### src/rtl/mem_access_ctrl.sv
// Load/store initiator for a word-wide, big-endian, 1-cycle-latency data memory; sub-word stores use read-modify-write.
// Optional build macro MEM_ACC_CHECK_EN: report misaligned / out-of-range requests on o_rsp_err instead of force-aligning.
module mem_access_ctrl #(
  parameter int MEM_SIZE   = 4096,
  parameter int ADDR_WIDTH = 32,
  parameter int DATA_WIDTH = 32
) (
  input  logic                  i_clk,
  input  logic                  i_rst,
  input  logic                  i_req_valid,
  output logic                  o_req_ready,
  input  logic                  i_req_we,
  input  logic [1:0]            i_req_size,
  input  logic                  i_req_unsigned,
  input  logic [ADDR_WIDTH-1:0] i_req_addr,
  input  logic [DATA_WIDTH-1:0] i_req_wdata,
  output logic                  o_rsp_valid,
  input  logic                  i_rsp_ready,
  output logic [DATA_WIDTH-1:0] o_rsp_rdata,
  output logic                  o_rsp_err,
  output logic                  o_mem_we,
  output logic [ADDR_WIDTH-1:0] o_mem_raddr,
  output logic [ADDR_WIDTH-1:0] o_mem_waddr,
  output logic [DATA_WIDTH-1:0] o_mem_wdata,
  input  logic [DATA_WIDTH-1:0] i_mem_rdata
);

  typedef enum logic [2:0] {IDLE, RD, RD_DATA, WR, RESP} state_t;

  state_t                r_state;
  state_t                w_next;
  logic                  r_we;
  logic [1:0]            r_size;
  logic                  r_unsigned;
  logic [ADDR_WIDTH-1:0] r_addr;
  logic [DATA_WIDTH-1:0] r_wdata;
  logic [DATA_WIDTH-1:0] r_rdata;
  logic                  r_err;
  logic                  w_req_err;
  logic [7:0]            w_lane_byte;
  logic [15:0]           w_lane_half;
  logic [DATA_WIDTH-1:0] w_load;
  logic [DATA_WIDTH-1:0] w_merged;

`ifdef MEM_ACC_CHECK_EN
  always_comb begin
    w_req_err = 1'b0;
    if (i_req_size == 2'b01 && i_req_addr[0])
      w_req_err = 1'b1;
    if (i_req_size[1] && i_req_addr[1:0] != 2'b00)
      w_req_err = 1'b1;
    if (i_req_addr >= ADDR_WIDTH'(MEM_SIZE))
      w_req_err = 1'b1;
  end
`else
  assign w_req_err = 1'b0;
`endif

  always_ff @(posedge i_clk) begin
    if (i_rst)
      r_state <= IDLE;
    else
      r_state <= w_next;
  end

  always_comb begin
    w_next      = r_state;
    o_req_ready = 1'b0;
    o_rsp_valid = 1'b0;
    o_mem_we    = 1'b0;
    case (r_state)
      IDLE: begin
        o_req_ready = 1'b1;
        if (i_req_valid) begin
          if (w_req_err)
            w_next = RESP;
          else if (i_req_we && i_req_size[1])
            w_next = WR;
          else
            w_next = RD;
        end
      end
      RD:      w_next = RD_DATA;
      RD_DATA: w_next = r_we ? WR : RESP;
      WR: begin
        o_mem_we = ~i_rst;
        w_next   = RESP;
      end
      RESP: begin
        o_rsp_valid = 1'b1;
        if (i_rsp_ready)
          w_next = IDLE;
      end
      default: w_next = IDLE;
    endcase
  end

  // Big-endian lanes: byte offset 0 is the most significant byte; half lane picked by addr[1] only.
  always_comb begin
    w_lane_byte = 8'h00;
    w_merged    = i_mem_rdata;
    case (r_addr[1:0])
      2'd0: begin w_lane_byte = i_mem_rdata[31:24]; w_merged[31:24] = r_wdata[7:0]; end
      2'd1: begin w_lane_byte = i_mem_rdata[23:16]; w_merged[23:16] = r_wdata[7:0]; end
      2'd2: begin w_lane_byte = i_mem_rdata[15:8];  w_merged[15:8]  = r_wdata[7:0]; end
      default: begin w_lane_byte = i_mem_rdata[7:0]; w_merged[7:0] = r_wdata[7:0]; end
    endcase
    w_lane_half = r_addr[1] ? i_mem_rdata[15:0] : i_mem_rdata[31:16];
    w_load      = i_mem_rdata;
    if (r_size == 2'b00) begin
      w_load = r_unsigned ? {24'h000000, w_lane_byte} : {{24{w_lane_byte[7]}}, w_lane_byte};
    end else if (r_size == 2'b01) begin
      w_load   = r_unsigned ? {16'h0000, w_lane_half} : {{16{w_lane_half[15]}}, w_lane_half};
      w_merged = i_mem_rdata;
      if (r_addr[1])
        w_merged[15:0] = r_wdata[15:0];
      else
        w_merged[31:16] = r_wdata[15:0];
    end
  end

  // r_wdata doubles as the merged write word once the read half of a read-modify-write returns.
  always_ff @(posedge i_clk) begin
    if (i_rst) begin
      r_we       <= 1'b0;
      r_size     <= 2'b00;
      r_unsigned <= 1'b0;
      r_addr     <= '0;
      r_wdata    <= '0;
      r_rdata    <= '0;
      r_err      <= 1'b0;
    end else begin
      case (r_state)
        IDLE: begin
          if (i_req_valid) begin
            r_we       <= i_req_we;
            r_size     <= i_req_size;
            r_unsigned <= i_req_unsigned;
            r_addr     <= i_req_addr;
            r_wdata    <= i_req_wdata;
            r_rdata    <= '0;
            r_err      <= w_req_err;
          end
        end
        RD_DATA: begin
          if (r_we)
            r_wdata <= w_merged;
          else
            r_rdata <= w_load;
        end
        WR:      r_rdata <= '0;
        default: ;
      endcase
    end
  end

  assign o_mem_raddr = {r_addr[ADDR_WIDTH-1:2], 2'b00};
  assign o_mem_waddr = {r_addr[ADDR_WIDTH-1:2], 2'b00};
  assign o_mem_wdata = r_wdata;
  assign o_rsp_rdata = r_rdata;
  assign o_rsp_err   = r_err;

endmodule

### config.mk
export PLATFORM = sky130hd
export DESIGN_NAME = mem_access_ctrl
export DESIGN_NICKNAME = d
export VERILOG_FILES = /design/src/rtl/mem_access_ctrl.sv
export SDC_FILE = /design/constraint.sdc
export NUM_CORES = 1
export LEC_CHECK = 0
export ABC_AREA = 0
export CORE_UTILIZATION = 40
export DETAILED_ROUTE_END_ITERATION = 8
export GPL_ROUTABILITY_DRIVEN = 0
export PLACE_DENSITY = 0.77
export RECOVER_POWER = 50
export SETUP_SLACK_MARGIN = 0.02
export SLEW_MARGIN = 20
export SYNTH_ARGS = -nofsm -noshare
export SYNTH_HDL_FRONTEND = slang
export SYNTH_SLANG_ARGS = --single-unit
### constraint.sdc
create_clock -name i_clk -period 2.7 [get_ports i_clk]
set_input_delay 0.54 -clock i_clk [delete_from_list [all_inputs] [get_ports i_clk]]
set_output_delay 0.54 -clock i_clk [all_outputs]
set_load 0.03 [all_outputs]
; Yosys cells after proc, flatten, opt, wreduce, memory -nomap -nowiden
; Cells that the tools add are included.
[totals]
register_bits = 103
in_bits = 104
output_inout_bits = 132
[op_classes]
eq_ne = 12
n_mux = 28
n_bitwise = 1
reduce_logical = 12
[op_table]
columns = operator, count
row1 = two-way mux 32 bit, 10
row2 = case mux 32 bit (3 select lines), 1
row3 = case mux 32 bit (2 select lines), 1
row4 = two-way mux 16 bit, 3
row5 = two-way mux 8 bit, 4
row6 = case mux 8 bit (3 select lines), 1
row7 = case mux 3 bit (5 select lines), 1
row8 = two-way mux 3 bit, 3
row9 = "inequality test 2 bit, second input constant", 4
row10 = "== test 3 x 2 -> 1 bit, second input constant", 2
row11 = AND reduction 3 bit, 2
row12 = "== test 2 x 1 -> 1 bit, second input constant", 2
row13 = zero test 2 bit, 2
row14 = "inequality test 4 bit, second input constant", 1
row15 = AND reduction 2 bit, 2
row16 = AND reduction 4 bit, 1
row17 = "== test 3 x 1 -> 1 bit, second input constant", 1
row18 = "== test 3 bit, second input constant", 1
row19 = zero test 3 bit, 1
row20 = two-way mux 1 bit, 3
row21 = nonzero test 3 bit, 1
row22 = OR reduction 3 bit, 1
row23 = "== test 2 bit, second input constant", 1
row24 = two-way mux 2 bit, 1
row25 = 3 further kinds, 3

; Logic depth before layout (Yosys ltp)
; Gate-level depths: netlist (run 1).
[depth]
ltp_word = 7
ltp_mapped = 8
ltp_nobuf = 4

; Worst setup path after synthesis (run 1)
; No wires, ideal clock.
[synth_timing]
path_kind = input -> output
startpoint = input port i_rst
endpoint = output port o_mem_we
arrival_ps = 1768
t_required_ps = 2160
path_slack_ps = 392
path_stages = 4
path_buffers = 3
cell_sequence = clkbuf_1 clkbuf_1 clkbuf_1 nor3_1
[synth_between]
elab_chain_len = 2
[synth_lines]
columns = element, line
row1 = "start, declared", 9  ; input logic i_rst,
row2 = NOT 1 bit, 86  ; o_mem_we = ~i_rst;
row3 = two-way mux 1 bit, 71  ; case (r_state)
row4 = "end, declared", 21  ; output logic o_mem_we,
; No other way between the ends.

; Worst setup path after layout (run 1)
[layout_timing]
startpoint = register r_state[2]
endpoint = output port o_req_ready
[layout_between]
elab_chain_len = 2
[layout_lines]
columns = element, line
row1 = "start, declared", 30  ; state_t r_state;
row2 = "start signal, assigned", 63  ; r_state <= w_next;
row3 = zero test 3 bit, 71
row4 = two-way mux 1 bit, 71
row5 = "end, declared", 11  ; output logic o_req_ready,
; No other way between the ends.

==> results of run 1 <==
-- layer usage --
| metal | share of wire [%] | up-vias |
|---|---|---|
| met1 | 39 | 2558 |
| met5 | 0 | - |
| li1 | - | 2475 |
| met2 | 48 | 333 |
| met4 | 3.6 | 0 |
| met3 | 9.2 | 51 |
-- state kept, by name, indices dropped and copies added (netlist names) --
signal	count
o_rsp_rdata	32
r_we	1
r_size	2
r_addr	32
r_unsigned	1
o_mem_wdata	32
r_state	3
-- Yosys cell counts, types with 2 or more instances --
library cell / number
o22ai_1: 15
o21ai_0: 9
inv_1: 13
o2bb2ai_1: 16
nor2_1: 28
buf_2: 4
nor2b_1: 2
clkbuf_1: 38
a221o_2: 10
nor2_4: 2
nand2b_1: 13
nor3b_1: 9
a21oi_1: 47
dfxtp_1: 103
nand4b_1: 8
a31oi_1: 10
mux2i_1: 11
buf_4: 66
mux4_2: 8
nand3_1: 9
nor3_1: 12
a311oi_1: 8
buf_1: 6
a2bb2oi_1: 8
a22o_1: 16
a22oi_1: 8
a221o_1: 14
buf_6: 4
o221ai_1: 16
nand2_1: 87
-- cells in the final DEF, fill, tap and decap left out, types with 9 or more instances in the layout --
| cell type | count |
|---|---|
| o22ai_1 | 15 |
| nor2_1 | 28 |
| clkbuf_16 | 9 |
| inv_1 | 13 |
| nand2_1 | 87 |
| nand2b_1 | 13 |
| clkdlybuf4s50_1 | 162 |
| nor3_1 | 12 |
| mux2i_1 | 11 |
| dlygate4sd3_1 | 66 |
| buf_4 | 17 |
| o221ai_1 | 16 |
| dfxtp_1 | 103 |
| a221o_2 | 10 |
| a22o_1 | 16 |
| a31oi_1 | 10 |
| a21oi_1 | 46 |
| o21ai_0 | 9 |
| o2bb2ai_1 | 16 |
| nand3_1 | 9 |
| a221o_1 | 14 |
-- cell type report --
cell class,instances,area (um^2)
fillers,1086,5251
multi-input cells,386,2559
repair buffers,249,2436
flip-flops and latches,103,2062
clock buffers,11,242.7
well taps,172,215.2
clock inverters,5,57.56
inverters,14,52.55
-- power breakdown --
group	leakage (uW)	switching (uW)	total (uW)	internal [uW]
sequential	0.000842	125	1780	1660
clock	0.000149	577	1320	745
combinational	0.00198	873	1500	631
-- what timing repair did --
action	in CTS	in global routing
resized for setup	0	1
hold endpoints to repair	0	0
endpoints found under the setup margin	0	1
-- how the worst max path moves through the flow --
| stage | endpoint |
|---|---|
| after floorplan | o_mem_we |
| after global placement | o_rsp_rdata[15] |
| after detailed placement | o_rsp_rdata[15] |
| after CTS | o_rsp_valid |
| after global routing | o_req_ready |
| final | o_req_ready |
-- worst reg2reg max path: cells and delay by family (launching register included) --
kind,cells,cell delay (ps)
AO/OA/AOI/OAI,1,240
flip-flops,1,500
AND/OR/NAND/NOR,3,1460
-- logic make-up after synthesis --
family	count (synthesis)	share of synthesized area (%)
flops	103	38.37
simple gates	180	16.44
buf+inv	132	14.48
other cells	1	0.06978
compound gates	181	25.03
mux	20	5.611
-- through the flow --
stage	std cells	setup slack, ps
2_1_floorplan	621	391.9
6_report	940	182.7
3_3_place_gp	924	211.1
4_1_cts	940	107.6
5_1_grt	940	87.51
3_5_place_dp	924	199.7
==> results.yml, run 1 <==
power:
  leakage_uw: 0.002976
  power.density_nw_per_um2: 604.4
  finalPower_uw: 4608
  irDropWorstVdd_mv: 0.5068
sta:
  timing.hold.ws_ps: 469.1
  fmax_ghz: 0.3973
  finClkSkew_ps: 7.074
  hold_viol_final: 0
  drv_slew: 0
  fin_crit_sh_pct: 93.23
  fin_setup_tns_ps: 0
  rsz0062_at_grt: "no"
  timing.final.crit_period_ps: 2517
  maxSlewHeadroom_pct: 48.95
  worst_pin_slew_ps: 762.1
  final-setup-viol-count: 0
global_routing:
  grt_use_met3_pct: 6.541
  track_usage_pct: 25.59
  grt_pass1_vias: 5188
  antenna_found_initial: 0
  grt_use_met2_pct: 42.98
  grt-ovfl-total: 0
  gr-usage-met1_pct: 30.46
  top_usage_layer: "met2"
  grt_max_degree: 70
  grt_pass1_wl_mm: 28.02
clock_network:
  holdBufCountCts: 0
  cts_buffers: 9
  cts_max_level: 3
  clk_path_buf_depth: 2
  cts_tree: "yes"
  cts.clk_slew.worst_paths_ps: 60
  clock-sinks: 103
  clk_latency_ps: 350
  cts_setup_buffers: 0
  cts_root_buf: "clkbuf_16"
logic_synthesis:
  yosys.area.top_type: "dfxtp_1"
  yosys_warnings: 0
  synth-seq-area-share_pct: 38.37
  synth_edf_count: 0
  synth_largest_type_area_fraction_pct: 38.37
  synthCells: 617
  syn-cell-area_um2: 5374
  synth_flop_cell: "dfxtp_1"
  yosys-top-cells-area: "dfxtp_1 38%, buf_4 9.2%, nand2_1 6.1%"
  async_flop_share_pct: 0
  synth-seq-cells: 103
  avgSynthCellArea_um2: 8.710
  synthDistinctLibCells: 47
floorplan:
  dieWidth_um: 117.9
  die_area_um2: 13900
  core_area_um2: 12880
  pin_count: 236
  die_height_um: 117.9
  rows: 41
  start_util_pct: 41.74
final_layout:
  nets: 867
  design_area_um2: 7625
  antenna_cells: 0
  syn2layout_area_growth_pct: 41.89
  finish.utilization_pct: 59.22
  final_layout_size_suffix_gt1_share_pct: 7.943
job:
  drv_cap: 0
routing:
  dr.pass1.iters: 6
  wl_per_cell_um: 18.89
  drt_iter0_markers: 493
  antenna_left: 0
  route.detailed.drc: 0
  viasPerCell: 5.763
  drt-total-wl_mm: 17.76
  num_vias: 5417
setup_path:
  cp_slowest_cell: "clkdlybuf4s50_1"
  start_kind: "register"
  required_ps: 2160
  crit_cells: 2
  crit_path_end_kind: "output pin"
  reg2reg_slack_ps: 450
  cp_top_family: "buffers and inverters"
  slowest_delay_ps: 760
  rr_endpoint: "o_rsp_rdata[25]"
  worst-path-buf-inv: 1
  crit_arrival_ps: 1980
  critPathKind: "reg2out"
  r2r_start: "r_state[1]"
  startpoint: "r_state[2]"
  crit_chain: "nor3_1 -> clkdlybuf4s50_1"
  ff2ff_path_depth: 4
  crit_fanout: 9
placed_design:
  port_buffers: 230
  post_dp_cell_area_um2: 7333
  detailedPlacementHpwl_mm: 13.19
min_path:
  min_from: "r_addr[8]"
  holdPathEnd: "r_addr[8]"
  holdPathStages: 2
  worstHoldPathType: "reg2reg"
outcome:
  status: "completed"
(Power assumes the default switching activity.)
==> run 2, diff against run 1 <==
- HOLD_SLACK_MARGIN: unset -> 0.05
==> results of run 2 <==
Same layout as run 1: the final DEF is identical, and so are final timing and power.
==> run 3, diff against run 2 <==
- GPL_ROUTABILITY_DRIVEN: 0 -> unset
==> run 3 against run 2 <==
Net effect: clock skew is 3.2 ps lower; first-iteration DRC count is 8.1% higher; sequential share of layout area is 0.11 points lower; power is 0.98% higher; cell area is 0.39% higher; worst setup slack better by 45 ps; utilization is 0.23 points higher; largest cell class unchanged.
==> results.yml, run 3 (same netlist as run 1, synthesis figures left out) <==
routing:
  viasPerCell: 5.694
  route.detailed.drc: 0
  antenna_left: 0
  drt_iter0_markers: 533
  wl_per_cell_um: 18.79
  dr.pass1.iters: 5
  num_vias: 5358
  drt-total-wl_mm: 17.68
floorplan:
  die_height_um: 117.9
  die_area_um2: 13900
  start_util_pct: 41.74
  rows: 41
  pin_count: 236
  core_area_um2: 12880
  dieWidth_um: 117.9
final_layout:
  nets: 869
  final_layout_size_suffix_gt1_share_pct: 8.192
  antenna_cells: 0
  nFillCells: 1095
  layout_common_cells: "167 x clkdlybuf4s50_1, 103 x dfxtp_1, 87 x nand2_1"
  final_common_cell: "clkdlybuf4s50_1"
  syn2layout_area_growth_pct: 42.44
  fin_cells: 941
  design_area_um2: 7655
clock_network:
  clock-sinks: 103
  cts_buffers: 9
  holdBufCountCts: 0
  cts_resized: 0
  cts_setup_buffers: 0
  cts.clk_slew.worst_paths_ps: 70
  clk_path_buf_depth: 2
  cts_tree: "yes"
  cts_root_buf: "clkbuf_16"
  cts_max_level: 3
  clk_latency_ps: 350
sta:
  hold_viol_final: 0
  fin_setup_tns_ps: 0
  finalWorstSetupSlack_ps: 228.2
  final-setup-viol-count: 0
  rsz0062_at_grt: "no"
  maxSlewHeadroom_pct: 42.12
  timing.final.crit_period_ps: 2472
  drv_slew: 0
  timing.hold.ws_ps: 469.9
  worst_pin_slew_ps: 868.2
  fmax_ghz: 0.4046
  finClkSkew_ps: 3.864
  fin_crit_sh_pct: 91.55
setup_path:
  crit_chain: "clkbuf_2 -> or2_0 -> o22ai_1 -> a221o_1 -> o2bb2ai_1"
  ff2ff_path_depth: 5
  slowest_delay_ps: 760
  required_ps: 2980
  crit_arrival_ps: 2750
  reg2reg_slack_ps: 230
  crit_path_end_kind: "register"
  crit_cells: 5
  r2r_start: "r_addr[1]"
  critPathKind: "reg2reg"
  start_kind: "register"
  cp_top_family: "simple AND/OR/NAND/NOR gates"
  startpoint: "r_addr[1]"
  crit_fanout: 27
  cp_slowest_cell: "or2_0"
  rr_endpoint: "o_rsp_rdata[1]"
  worst-path-buf-inv: 1
power:
  p_int_uw: 3087
  seq_power_share_pct: 38.2
  leakage_uw: 0.002978
  power.density_nw_per_um2: 607.9
  swShare_pct: 33.66
  irDropWorstVdd_mv: 0.3129
  clkPwrFrac_pct: 29.3
  power_switching_uw: 1566
  p_comb_share_pct: 32.5
min_path:
  holdPathStages: 2
  worstHoldPathType: "reg2reg"
  min_from: "r_addr[5]"
  holdPathEnd: "r_addr[5]"
placed_design:
  detailedPlacementHpwl_mm: 13.15
  routabilityCongestion: 0.9159
  pre_cts_ws_ps: 198.0
  dpl.cell_count: 926
  port_buffers: 230
  post_dp_cell_area_um2: 7348
global_routing:
  grt_pass1_vias: 5117
  grt-ovfl-total: 0
  antenna_found_initial: 0
  track_usage_pct: 25.26
  grt_pass1_wl_mm: 27.40
  grt_max_degree: 70
job:
  drv_cap: 0
outcome:
  status: "completed"
==> run 3: worst max-delay path by stage <==
stage / endpoint
floorplan: o_mem_we
global placement: o_rsp_rdata[15]
detailed placement: o_rsp_rdata[15]
CTS: o_rsp_valid
global route: o_rsp_rdata[1]
finish: o_rsp_rdata[1]
==> run 3: layout make-up <==
class	instances	area (um^2)	share of cell area, %
Multi-Input combinational cell	386	2564	33.49
Timing Repair Buffer	251	2452	32.04
Sequential cell	103	2062	26.94
Clock buffer	13	270.3	3.531
Tap cell	172	215.2	2.811
Inverter	14	52.55	0.6865
Clock inverter	2	38.79	0.5067
==> run 3: through the flow <==
step	util, %	total power [uW]
after floorplan	-	2780
after CTS	59.47	4708
final	59.45	4653
after global routing	59.45	4848
after detailed placement	57.07	3347
after global placement	57.07	3319
==> run 3: worst reg2reg max path, stage by stage, from the launching register on <==
cell and delay (ps):
dfxtp_1 380, clkbuf_2 540, or2_0 760, o22ai_1 220, a221o_1 340, o2bb2ai_1 150
==> run 3: power groups by stage <==
| stage | Combinational, uW | Clock, uW | Sequential (uW) |
|---|---|---|---|
| global route | 1610 | 1440 | 1790 |
| detailed placement | 1540 | 0 | 1810 |
| finish | 1510 | 1360 | 1780 |
| CTS | 1540 | 1390 | 1780 |
| global placement | 1510 | 0 | 1810 |
| floorplan | 841 | 0 | 1940 |
==> run 3: layer usage <==
| layer | up-vias | routed length, um | track usage (%) |
|---|---|---|---|
| li1 | 2472 | - | - |
| met1 | 2528 | 6943 | 30.59 |
| met2 | 321 | 8521 | 42.28 |
| met3 | 37 | 1669 | 5.475 |
| met4 | 0 | 545 | 12.26 |
| met5 | - | 0 | 0 |
